[config.mk]
export PLATFORM = sky130hd
export DESIGN_NAME = iq_gain_sat_pipe_flat
export DESIGN_NICKNAME = d
export VERILOG_FILES = /design/src/rtl/iq_gain_sat_pipe_if.sv /design/src/rtl/iq_gain_sat_pipe.sv /design/src/flat_wrapper.sv
export SDC_FILE = /design/constraint.sdc
export NUM_CORES = 1
export LEC_CHECK = 0
export ABC_AREA = 1
export BUFFER_PORTS_ARGS = -buffer_cell sky130_fd_sc_hd__buf_2
export CAP_MARGIN = 20
export CORE_MARGIN = 10
export CORE_UTILIZATION = 61
export DETAILED_ROUTE_END_ITERATION = 12
export GPL_ROUTABILITY_DRIVEN = 0
export PLACE_DENSITY = 0.84
export SLEW_MARGIN = 10
export SYNTH_ARGS = -nofsm -noshare
export SYNTH_HDL_FRONTEND = slang
export SYNTH_SLANG_ARGS = --single-unit
export TNS_END_PERCENT = 1
[constraint.sdc]
create_clock -name clk -period 10.9 [get_ports clk]
set_input_delay 2.18 -clock clk [delete_from_list [all_inputs] [get_ports clk]]
set_output_delay 2.18 -clock clk [all_outputs]
set_load 0.01 [all_outputs]
[src/rtl/iq_gain_sat_pipe_if.sv]
// rtl/iq_gain_sat_pipe_if.sv - I/Q sample bus into and out of the gain/saturation pipe
interface iq_gain_sat_pipe_if #(
    parameter int IN_W   = 32,
    parameter int OUT_W  = 16,
    parameter int GAIN_W = 5,
    parameter int CNT_W  = 16
);
    logic              in_valid;
    logic              in_sof;
    logic [IN_W-1:0]   in_i;
    logic [IN_W-1:0]   in_q;
    logic [GAIN_W-1:0] gain;
    logic              round_en;
    logic              out_valid;
    logic              out_sof;
    logic [OUT_W-1:0]  out_i;
    logic [OUT_W-1:0]  out_q;
    logic              out_sat;
    logic [CNT_W-1:0]  sat_cnt;
    logic              sat_cnt_valid;

    modport master (
        output in_valid, in_sof, in_i, in_q, gain, round_en,
        input  out_valid, out_sof, out_i, out_q, out_sat, sat_cnt, sat_cnt_valid
    );

    modport slave (
        input  in_valid, in_sof, in_i, in_q, gain, round_en,
        output out_valid, out_sof, out_i, out_q, out_sat, sat_cnt, sat_cnt_valid
    );
endinterface

[src/rtl/iq_gain_sat_pipe.sv]
// rtl/iq_gain_sat_pipe.sv - power-of-two I/Q gain with rounding, saturation and per-frame stats
module iq_gain_sat_pipe #(
    parameter int IN_W     = 32,
    parameter int OUT_W    = 16,
    parameter int GAIN_W   = 5,
    parameter int GAIN_RST = 0,
    parameter int CNT_W    = 16
) (
    input logic                clk,
    input logic                rst_n,
    iq_gain_sat_pipe_if.slave  bus
);
    localparam logic [GAIN_W-1:0] MAXG_W = GAIN_W'(IN_W - OUT_W);

    typedef logic signed [IN_W:0] wide_t;

    logic [GAIN_W-1:0] gain_q, gain_d;
    logic              rnd_q, rnd_d;
    logic [GAIN_W-1:0] sh;
    logic              v1_q, sof1_q;
    wide_t             yi1_q, yq1_q, yi_d, yq_d;
    logic              out_valid_q, out_sof_q, out_sat_q, out_sat_d;
    logic [OUT_W-1:0]  out_i_q, out_q_q, out_i_d, out_q_d;
    logic [OUT_W-1:0]  sat_i_val, sat_q_val;
    logic              sat_i, sat_q;
    logic [CNT_W-1:0]  cnt_q, cnt_d, sat_cnt_q, sat_cnt_d;
    logic              scv_q, scv_d, first_q, first_d;

    // Extra top bit keeps x + 2^(sh-1) from wrapping for the most positive input.
    function automatic wide_t scale(input logic [IN_W-1:0] x, input logic [GAIN_W-1:0] s,
                                    input logic rnd);
        wide_t t;
        t = {x[IN_W-1], x};
        if (rnd && s != '0) begin
            t = t + (wide_t'(1) << (s - GAIN_W'(1)));
        end
        return t >>> s;
    endfunction

    function automatic logic [OUT_W:0] saturate(input wide_t y);
        if (y[IN_W:OUT_W-1] == {(IN_W-OUT_W+2){y[IN_W]}}) begin
            return {1'b0, y[OUT_W-1:0]};
        end else if (y[IN_W]) begin
            return {1'b1, 1'b1, {(OUT_W-1){1'b0}}};
        end else begin
            return {1'b1, 1'b0, {(OUT_W-1){1'b1}}};
        end
    endfunction

    always_comb begin
        gain_d = gain_q;
        rnd_d  = rnd_q;
        if (bus.in_valid && bus.in_sof) begin
            gain_d = (bus.gain > MAXG_W) ? MAXG_W : bus.gain;
            rnd_d  = bus.round_en;
        end
        sh   = MAXG_W - gain_d;
        yi_d = scale(bus.in_i, sh, rnd_d);
        yq_d = scale(bus.in_q, sh, rnd_d);
    end

    always_comb begin
        {sat_i, sat_i_val} = saturate(yi1_q);
        {sat_q, sat_q_val} = saturate(yq1_q);
        out_i_d   = out_i_q;
        out_q_d   = out_q_q;
        out_sat_d = out_sat_q;
        if (v1_q) begin
            out_i_d   = sat_i_val;
            out_q_d   = sat_q_val;
            out_sat_d = sat_i | sat_q;
        end
    end

    // Frame statistics: the report of the closing frame is aligned with the new frame's out_sof.
    always_comb begin
        cnt_d     = cnt_q;
        sat_cnt_d = sat_cnt_q;
        scv_d     = 1'b0;
        first_d   = first_q;
        if (v1_q) begin
            if (sof1_q) begin
                if (!first_q) begin
                    sat_cnt_d = cnt_q;
                    scv_d     = 1'b1;
                end
                cnt_d   = CNT_W'(out_sat_d);
                first_d = 1'b0;
            end else if (out_sat_d && !(&cnt_q)) begin
                cnt_d = cnt_q + CNT_W'(1);
            end
        end
    end

    always_ff @(posedge clk or negedge rst_n) begin
        if (!rst_n) begin
            gain_q      <= GAIN_W'(GAIN_RST);
            rnd_q       <= 1'b0;
            v1_q        <= 1'b0;
            sof1_q      <= 1'b0;
            yi1_q       <= '0;
            yq1_q       <= '0;
            out_valid_q <= 1'b0;
            out_sof_q   <= 1'b0;
            out_i_q     <= '0;
            out_q_q     <= '0;
            out_sat_q   <= 1'b0;
            cnt_q       <= '0;
            sat_cnt_q   <= '0;
            scv_q       <= 1'b0;
            first_q     <= 1'b1;
        end else begin
            gain_q      <= gain_d;
            rnd_q       <= rnd_d;
            v1_q        <= bus.in_valid;
            sof1_q      <= bus.in_valid && bus.in_sof;
            if (bus.in_valid) begin
                yi1_q <= yi_d;
                yq1_q <= yq_d;
            end
            out_valid_q <= v1_q;
            out_sof_q   <= v1_q && sof1_q;
            out_i_q     <= out_i_d;
            out_q_q     <= out_q_d;
            out_sat_q   <= out_sat_d;
            cnt_q       <= cnt_d;
            sat_cnt_q   <= sat_cnt_d;
            scv_q       <= scv_d;
            first_q     <= first_d;
        end
    end

    assign bus.out_valid     = out_valid_q;
    assign bus.out_sof       = out_sof_q;
    assign bus.out_i         = out_i_q;
    assign bus.out_q         = out_q_q;
    assign bus.out_sat       = out_sat_q;
    assign bus.sat_cnt       = sat_cnt_q;
    assign bus.sat_cnt_valid = scv_q;
endmodule
[src/flat_wrapper.sv]
// flat-port wrapper written by rule: the top's interface ports become plain ports
module iq_gain_sat_pipe_flat 
#(
    parameter int IN_W     = 32,
    parameter int OUT_W    = 16,
    parameter int GAIN_W   = 5,
    parameter int GAIN_RST = 0,
    parameter int CNT_W    = 16
)
  (clk, rst_n, bus_in_valid, bus_in_sof, bus_in_i, bus_in_q, bus_gain, bus_round_en, bus_out_valid, bus_out_sof, bus_out_i, bus_out_q, bus_out_sat, bus_sat_cnt, bus_sat_cnt_valid);
  iq_gain_sat_pipe_if #(.IN_W(IN_W), .OUT_W(OUT_W), .GAIN_W(GAIN_W), .CNT_W(CNT_W)) bus_i ();
  input logic clk;
  input logic rst_n;
  input wire logic [$bits(bus_i.in_valid)-1:0] bus_in_valid;
  input wire logic [$bits(bus_i.in_sof)-1:0] bus_in_sof;
  input wire logic [$bits(bus_i.in_i)-1:0] bus_in_i;
  input wire logic [$bits(bus_i.in_q)-1:0] bus_in_q;
  input wire logic [$bits(bus_i.gain)-1:0] bus_gain;
  input wire logic [$bits(bus_i.round_en)-1:0] bus_round_en;
  output wire logic [$bits(bus_i.out_valid)-1:0] bus_out_valid;
  output wire logic [$bits(bus_i.out_sof)-1:0] bus_out_sof;
  output wire logic [$bits(bus_i.out_i)-1:0] bus_out_i;
  output wire logic [$bits(bus_i.out_q)-1:0] bus_out_q;
  output wire logic [$bits(bus_i.out_sat)-1:0] bus_out_sat;
  output wire logic [$bits(bus_i.sat_cnt)-1:0] bus_sat_cnt;
  output wire logic [$bits(bus_i.sat_cnt_valid)-1:0] bus_sat_cnt_valid;
  assign bus_i.in_valid = bus_in_valid;
  assign bus_i.in_sof = bus_in_sof;
  assign bus_i.in_i = bus_in_i;
  assign bus_i.in_q = bus_in_q;
  assign bus_i.gain = bus_gain;
  assign bus_i.round_en = bus_round_en;
  assign bus_out_valid = bus_i.out_valid;
  assign bus_out_sof = bus_i.out_sof;
  assign bus_out_i = bus_i.out_i;
  assign bus_out_q = bus_i.out_q;
  assign bus_out_sat = bus_i.out_sat;
  assign bus_sat_cnt = bus_i.sat_cnt;
  assign bus_sat_cnt_valid = bus_i.sat_cnt_valid;
  iq_gain_sat_pipe #(.IN_W(IN_W), .OUT_W(OUT_W), .GAIN_W(GAIN_W), .GAIN_RST(GAIN_RST), .CNT_W(CNT_W)) u_core (.clk(clk), .rst_n(rst_n), .bus(bus_i));
endmodule
==> impl_metrics.json <==
{
  "antenna_found_initial": 0,
  "ys_warn_count": 0,
  "final_cell_area_sq_um": 17000,
  "startpoint_type": "primary input",
  "chipWidth_um": 181,
  "timing.fmax_ghz": 0.116,
  "r2r-start": "u_core.gain_q[0]",
  "report.final.slew_viol_count": 0,
  "clk_latency_ps": 430,
  "ant_nets": 0,
  "synth_seq_cells": 143,
  "ir_drop_mv": 0.123,
  "worstMarginPinSlew_ps": 1100,
  "drive_gt1_share_pct": 10.3,
  "start_util_pct": 62.2,
  "crit_buf_inv": 5,
  "cp-end-kind": "flip-flop",
  "drt_drc_violations_left": 0,
  "netlist_instances": 2807,
  "crit_fanout": 84,
  "synthMuxAreaShare_pct": 0,
  "htree_num_levels": 4,
  "ctsHoldBuffers": 0,
  "synth.cell_area_sq_um": 15700,
  "cts_resized": 0,
  "area_delta_synth_final_pct": 8.12,
  "dieArea_sq_um": 32600,
  "status": "completed",
  "synthArstFlopShare_pct": 100,
  "leakagePower_nw": 9.23,
  "cts_tree": "built",
  "hpwl_um": 43600,
  "p_per_area_nw_per_um2": 155,
  "synth-xor-area-share_pct": 0.446,
  "crit_family": "simple AND/OR/NAND/NOR gates",
  "drtIter0Drc": 2941,
  "syn_area_per_cell_sq_um": 5.60,
  "grt_max_degree": 104,
  "grt_pass1_vias": 18000,
  "path_common_cell": "nand3_1",
  "synth_fa_ha_area_share_pct": 3.18,
  "die_y_um": 181,
  "worst_path_max_delay_cell": "nor3_1",
  "layout_commonest_cell": "nand2_1",
  "cts_buffers": 17,
  "hold_ws_ps": 443,
  "final_util_pct": 67.3,
  "arrival_ps": 8910,
  "core_sq_um": 25300,
  "synth-main-ff-cell": "dfrtp_1",
  "slew-limit-headroom_pct": 26.6,
  "num_rows": 58,
  "ctsRootBufferMaster": "clkbuf_16",
  "first_pass_iters": 7,
  "fin_crit_sh_pct": 79.3,
  "insertedDiodeCount": 0,
  "yosysUniqueCellTypes": 50,
  "globalRouteTotalUtil_pct": 33.0,
  "worstPathRequired_ps": 11160,
  "rsz0062_at_grt": "false",
  "portBuffers": 125,
  "fin_tns_setup_ps": 0,
  "cap_violations": 0,
  "synth-compound-area-share_pct": 11.0,
  "vias_per_cell": 6.16,
  "finalWorstPathRequiredPeriod_ps": 8650,
  "nNetsFinal": 2965,
  "clk_path_buf_depth": 2,
  "cts_post_setup_buffers_inserted": 0,
  "hold_class": "reg2reg",
  "final_hold_viol_count": 0,
  "setup_viol": 0,
  "ios": 126,
  "final_cell_mix": "nand2_1, nand3_1, inv_1, nor2_1, a21oi_1",
  "place_ws_ps": 2210,
  "gr-total-overflow": 0,
  "place_area_sq_um": 16400,
  "fin_ws_ps": 2250,
  "yosys.area_share.simple_pct": 52.4,
  "yosysSeqAreaShare_pct": 22.8,
  "clkTransAtPathRegs_ps": 60,
  "grt_pass1_wl_um": 90000,
  "cp_slowest_stage_delay_ps": 770,
  "min-delay-start": "u_core.first_q",
  "synth_top_family_by_area": "simple AND/OR/NAND/NOR gates",
  "synth_fp_nets": 2921,
  "synth_edf_count": 0,
  "criticalPathCategory": "in2reg",
  "clock-sinks": 143,
  "clock_skew_ps": 13.1,
  "critPathLaunch": "bus_in_valid",
  "drt_wl_total_um": 56200,
  "vias": 19700,
  "r2r_setup_slack_ps": 4570,
  "wl_per_cell_um": 17.6
}
-- tightest hold or removal path: cells and delay by family (launching register included) --
family	cells	cell delay (ps)
buf+inv	1	40
simple gates	1	40
flops	1	370
-- layout make-up --
type                    count  area [sq um]
well taps                 330           413
clock buffers              19           453
repair buffers            141           785
multi-input cells        2260         10500
fillers                  2355          8260
inverters                 288          1080
clock inverters            11           133
flip-flops and latches    143          3580
-- state kept, by name, summed over array words and instances, names as in the netlist --
signal / count
u_core.bus.out_i: 16
u_core.bus.out_q: 16
u_core.bus.out_sat: 1
u_core.bus.out_sof: 1
u_core.bus.out_valid: 1
u_core.bus.sat_cnt: 16
u_core.bus.sat_cnt_valid: 1
u_core.cnt_q: 16
u_core.first_q: 1
u_core.gain_q: 5
u_core.rnd_q: 1
u_core.sof1_q: 1
u_core.v1_q: 1
u_core.yi1_q: 33
u_core.yq1_q: 33
-- metrics by stage --
step	power [mW]	cells
6_report	2.63	3192
5_1_grt	2.79	3192
4_1_cts	2.57	3190
3_5_place_dp	1.99	3160
3_3_place_gp	1.96	3160
2_1_floorplan	1.64	2807
-- path summary, 6_finish.rpt --
kind                                          to  depth (start not counted)
worst min register to register    u_core.first_q                          2
max in group asynchronous        u_core.yi1_q[2]                          3
min in group asynchronous        u_core.cnt_q[8]                          1
worst max register to register  u_core.yq1_q[16]                         25
worst max-delay path            u_core.yq1_q[16]                         30
worst min-delay path              u_core.first_q                          2
-- report_power, final --
part           internal (mW)  switching, mW  leakage, nW
Combinational          0.386          0.933         7.22
Clock                  0.349          0.229        0.282
Sequential             0.638         0.0944         1.72
Total                   1.37           1.26         9.23
-- Yosys cell counts, drive strengths merged (5+ instances only) --
library cell,number,share of area (%)
or2,23,0.92
o22ai,5,0.20
nand3,549,18
a22oi,8,0.38
inv,285,6.8
a21oi,169,5.6
nand4,18,0.72
o211ai,16,0.76
xor2,7,0.39
nand2,1015,25
buf,57,1.9
o21ai,81,2.6
dfrtp,142,23
nor4,11,0.44
a31oi,13,0.52
ha,40,3.2
nor2,252,6.6
clkbuf,59,1.4
nor3,27,0.86
-- cells by family (layout without fill, tap and decap cells) --
group | Yosys count | after routing
adder cells (fa/ha/maj) | 40 | 40
buffers and inverters | 404 | 459
AND/OR/NAND/NOR | 1901 | 1901
XOR/XNOR | 8 | 8
flip-flops | 143 | 143
AO/OA/AOI/OAI | 311 | 311
-- layer usage --
metal	wire length, um	vias up	GRT usage [%]	part of all wire, %
met5	0	-	0.460	0
met4	3090	0	17.0	5.5
met3	7420	247	6.97	13
met2	24700	1364	52.3	44
met1	21000	8802	41.5	37
li1	-	9257	-	-
No activity file was read; power rests on OpenSTA's default activity.
